File: src/rtl/mod_counter_ld_if.sv
// Bus bundle for mod_counter_ld: load/count controls in, count/flags out.
// Optional compare ports exist only when MOD_COUNTER_MATCH_EN is defined.
interface mod_counter_ld_if #(
  parameter int WIDTH = 4
);
  logic [WIDTH-1:0] i_init;
  logic             i_set;
  logic             i_en;
  logic             i_up;
  logic [WIDTH-1:0] o_out;
  logic             o_tc;
  logic             o_wrap;
`ifdef MOD_COUNTER_MATCH_EN
  logic [WIDTH-1:0] i_match_val;
  logic             o_match;

  modport master (output i_init, i_set, i_en, i_up, i_match_val,
                  input  o_out, o_tc, o_wrap, o_match);
  modport slave  (input  i_init, i_set, i_en, i_up, i_match_val,
                  output o_out, o_tc, o_wrap, o_match);
`else
  modport master (output i_init, i_set, i_en, i_up,
                  input  o_out, o_tc, o_wrap);
  modport slave  (input  i_init, i_set, i_en, i_up,
                  output o_out, o_tc, o_wrap);
`endif
endinterface

File: src/rtl/mod_counter_ld.sv
// Loadable modulo up/down counter, 0..MAX, wrap or saturate; 1-cycle load/count latency, no backpressure.
// Optional registered match flag against i_match_val when MOD_COUNTER_MATCH_EN is defined.
module mod_counter_ld #(
  parameter int WIDTH = 4,
  parameter int MAX   = 15,
  parameter bit WRAP  = 1'b1
) (
  input  logic          i_clk,
  input  logic          i_reset,
  mod_counter_ld_if.slave bus
);
  localparam logic [WIDTH-1:0] MAX_V = WIDTH'(MAX);

  logic [WIDTH-1:0] r_out;
  logic             r_wrap;

  logic             w_at_max;
  logic             w_at_zero;
  logic             w_hit;
  logic             w_upd;
  logic [WIDTH-1:0] w_load;
  logic [WIDTH-1:0] w_step;
  logic [WIDTH-1:0] w_next;

  always_comb begin
    w_at_max  = (r_out == MAX_V);
    w_at_zero = (r_out == '0);
    w_hit     = bus.i_up ? w_at_max : w_at_zero;
    w_upd     = bus.i_set | bus.i_en;
    w_load    = (bus.i_init > MAX_V) ? MAX_V : bus.i_init;
  end

  // End-of-range handling is explicit so MAX == 2^WIDTH-1 never relies on overflow.
  always_comb begin
    w_step = r_out;
    if (bus.i_up) begin
      if (!w_at_max)  w_step = r_out + WIDTH'(1);
      else if (WRAP)  w_step = '0;
      else            w_step = MAX_V;
    end else begin
      if (!w_at_zero) w_step = r_out - WIDTH'(1);
      else if (WRAP)  w_step = MAX_V;
      else            w_step = '0;
    end
    w_next = bus.i_set ? w_load : w_step;
  end

  always_ff @(posedge i_clk) begin
    if (!i_reset) begin
      r_out  <= '0;
      r_wrap <= 1'b0;
    end else begin
      if (w_upd) r_out <= w_next;
      r_wrap <= ~bus.i_set & bus.i_en & w_hit;
    end
  end

  assign bus.o_out  = r_out;
  assign bus.o_wrap = r_wrap;
  assign bus.o_tc   = bus.i_en & w_hit;

`ifdef MOD_COUNTER_MATCH_EN
  logic r_match;

  always_ff @(posedge i_clk) begin
    if (!i_reset) r_match <= 1'b0;
    else          r_match <= w_upd & (w_next == bus.i_match_val);
  end

  assign bus.o_match = r_match;
`endif
endmodule

File: src/flat_wrapper.sv
// flat-port wrapper written by rule: the top's interface ports become plain ports
module mod_counter_ld_flat 
#(
  parameter int WIDTH = 4,
  parameter int MAX   = 15,
  parameter bit WRAP  = 1'b1
)
  (i_clk, i_reset, bus_i_init, bus_i_set, bus_i_en, bus_i_up, bus_o_out, bus_o_tc, bus_o_wrap);
  mod_counter_ld_if #(.WIDTH(WIDTH)) bus_i ();
  input  logic i_clk;
  input  logic i_reset;
  input wire logic [$bits(bus_i.i_init)-1:0] bus_i_init;
  input wire logic [$bits(bus_i.i_set)-1:0] bus_i_set;
  input wire logic [$bits(bus_i.i_en)-1:0] bus_i_en;
  input wire logic [$bits(bus_i.i_up)-1:0] bus_i_up;
  output wire logic [$bits(bus_i.o_out)-1:0] bus_o_out;
  output wire logic [$bits(bus_i.o_tc)-1:0] bus_o_tc;
  output wire logic [$bits(bus_i.o_wrap)-1:0] bus_o_wrap;
  assign bus_i.i_init = bus_i_init;
  assign bus_i.i_set = bus_i_set;
  assign bus_i.i_en = bus_i_en;
  assign bus_i.i_up = bus_i_up;
  assign bus_o_out = bus_i.o_out;
  assign bus_o_tc = bus_i.o_tc;
  assign bus_o_wrap = bus_i.o_wrap;
  mod_counter_ld #(.WIDTH(WIDTH), .MAX(MAX), .WRAP(WRAP)) u_core (.i_clk(i_clk), .i_reset(i_reset), .bus(bus_i));
endmodule
File: config.mk
export PLATFORM = sky130hd
export DESIGN_NAME = mod_counter_ld_flat
export DESIGN_NICKNAME = d
export VERILOG_FILES = /design/src/rtl/mod_counter_ld_if.sv /design/src/rtl/mod_counter_ld.sv /design/src/flat_wrapper.sv
export SDC_FILE = /design/constraint.sdc
export NUM_CORES = 1
export LEC_CHECK = 0
export CAP_MARGIN = 20
export CORE_AREA = 2 2 39 41
export CTS_CLUSTER_SIZE = 24
export DETAILED_ROUTE_END_ITERATION = 16
export DIE_AREA = 0 0 41 43
export PLACE_DENSITY = 0.59
export SYNTH_ARGS = -nofsm -noshare
export SYNTH_HDL_FRONTEND = slang
export SYNTH_SLANG_ARGS = --single-unit
File: constraint.sdc
create_clock -name i_clk -period 3.45 [get_ports i_clk]
set_input_delay 0.345 -clock i_clk [delete_from_list [all_inputs] [get_ports i_clk]]
set_output_delay 0.345 -clock i_clk [all_outputs]
set_load 0.05 [all_outputs]
==> flow_metrics.tcl <==
set metrics [dict create \
    status "complete, no violations" \
    grt_pass1_vias 363 \
    start_util_pct 28.1 \
    cts-root-buf "clkbuf_4" \
    timing.rr.start "u_core.bus.o_out[0]" \
    cts_tree "yes" \
    start_kind "input port" \
    die_x_um 41 \
    min_path_cells 2 \
    dr.pass1.iters 4 \
    crit_slowest_cell "clkdlybuf4s50_1" \
    hold_path.class "flip-flop to flip-flop" \
    io_buffers 14 \
    p_per_area_mw_per_mm2 378 \
    required_ns 3.11 \
    layout_common_cells "clkdlybuf4s50_1 (14), o21ai_0 (6), dfxtp_1 (5)" \
    crit_arrival_ns 2.36 \
    vias 398 \
    cts.path.max_buffers 2 \
    antenna_cells 0 \
    wl_per_cell_um 11.4 \
    gp_congestion 0.681 \
    timing.fmax_mhz 370 \
    die_area_mm2 0.00176 \
    drc 0 \
    r2r_cells 6 \
    setup_viol 0 \
    avgSynthCellArea_um2 8.11 \
    ir_worst_vdd_mv 0.110 \
    routed_wl_um 900 \
    dp_hpwl_um 663 \
    rows 14 \
    clkSinkCount 5 \
    drive_gt1_share_pct 9.52 \
    syn_nets 59 \
    crit_path_start "bus_i_up" \
    drv_slew 0 \
    ys_ff_latch 5 \
    tightest_slew_ns 0.493 \
    rr_endpoint "u_core.bus.o_out[3]" \
    grt_overflow_total 0 \
    synth_ff_type "dfxtp_1" \
    setup_tns_ns 0 \
    numCtsBuffers 3 \
    p_total_mw 0.209 \
    cp-end-kind "output port" \
    drt-vias-per-instance 5.04 \
    grt_pass1_wl_um 1440 \
    cts_setup_buffers 0 \
    htree_num_levels 1 \
    max-cap-violations 0 \
    finClkSkew_ns 0.00164 \
    synth_edf_count 0 \
    cts.repair.resized 0 \
    rsz0062_at_grt "false" \
    cp_max_fo 8 \
    core_area_mm2 0.00138 \
    ios 15 \
    synth_cell_types 28 \
    crit_top_cell "clkdlybuf4s50_1" \
    cts.clk_slew.worst_paths_ns 0.04 \
    fin_crit_sh_pct 78.4 \
    synth-async-reset-ratio_pct 0 \
    grt_max_degree 11 \
    maxSlewHeadroom_pct 67.0 \
    ctsHoldBuffers 0 \
    pre_cts_ws_ns 0.772 \
    finalHoldViolCount 0 \
    critPathMaxStageDelay_ns 0.80 \
    netlist_instances 48 \
    initialDrtViolationCount 4 \
    worst-setup-path-type "input port to output port" \
    syn_area_um2 389 \
    clk_latency_ns 0.24 \
    grt_use_total_pct 12.4 \
    final_common_cell "clkdlybuf4s50_1" \
    yosysWarnings 0 \
    fin_crit_ns 2.71 \
    p_leak_nw 0.212 \
    crit_chain "clkdlybuf4s50_1 > nor4b_2 > nand2b_1 > and2_1 > clkdlybuf4s50_1" \
    drtAntennaViolNets 0 \
    hold-path-endpoint "u_core.bus.o_out[2]" \
    r2r_setup_slack_ns 1.82 \
    min_from "u_core.bus.o_out[2]" \
    die_h_um 43 \
    fin_nets 75 \
    yosysSeqAreaShare_pct 25.7 \
    antenna_found_initial 0 \
    layout_setup_ws_ns 0.744 \
    syn_to_final_growth_pct 42.4 \
]
worst max path at each step:
stage / to / slack, ns
5_1_grt: bus_o_tc / 0.63
4_1_cts: bus_o_tc / 0.75
6_report: bus_o_tc / 0.74
3_5_place_dp: bus_o_tc / 0.77
3_3_place_gp: bus_o_tc / 0.80
2_1_floorplan: bus_o_tc / 1.43
layer usage:
metal,vias to the layer above,GRT usage (%),routed length [µm]
met3,2,1.57,32
li1,202,-,-
met2,9,17.2,407
met5,-,0,0
met4,0,12.0,18
met1,185,15.2,441
cells in the mapped netlist, drive strengths merged (2+ instances only):
master | n | area share, %
and2 | 2 | 3.2
nor3 | 2 | 2.6
nand2 | 3 | 2.9
o21ai | 7 | 9.0
a21oi | 3 | 3.9
buf | 3 | 5.5
inv | 4 | 3.9
dfxtp | 5 | 26
ha | 2 | 6.4
kinds of logic (layout without fill, tap and decap cells):
| logic type | Yosys count | count (layout) | share of synthesized area [%] |
|---|---|---|---|
| compound gates | 15 | 15 | 24.4 |
| xor+xnor | 2 | 2 | 4.50 |
| fa+ha+maj | 2 | 2 | 6.43 |
| buf+inv | 7 | 22 | 9.32 |
| flops | 5 | 5 | 25.7 |
| mux | 2 | 2 | 5.47 |
| simple gates | 15 | 15 | 24.1 |
report_power, final:
part	total (mW)	internal, mW	switching [mW]
Combinational	0.0697	0.0324	0.0373
Sequential	0.0709	0.0623	0.00854
Clock	0.0687	0.0438	0.0249
Total	0.209	0.139	0.0707
registers in the layout (all words and copies together), names as in the netlist:
name and flops:
u_core.bus.o_out 4, u_core.bus.o_wrap 1
cell type report:
cell class | count | area (µm²)
Clock buffer | 4 | 26.3
Multi-Input combinational cell | 36 | 253
Inverter | 4 | 15.0
Timing Repair Buffer | 14 | 140
Sequential cell | 5 | 100
Tap cell | 16 | 20.0
Fill cell | 144 | 830
worst max-delay path: cells and delay by family:
kind / cells / cell delay (ns)
and+or+nand+nor: 3 / 0.66
buffers and inverters: 2 / 1.35
through the flow:
stage / instances / hold WS [ns] / utilization [%] / instance area, µm²
2_1_floorplan: 48 / 0.467 / - / 389
3_3_place_gp: 75 / 0.683 / 38.2 / 528
3_5_place_dp: 75 / 0.687 / 38.2 / 528
4_1_cts: 79 / 0.696 / 40.1 / 554
5_1_grt: 79 / 0.732 / 40.1 / 554
6_report: 79 / 0.701 / 40.1 / 554
No activity file was read; power rests on OpenSTA's default activity.
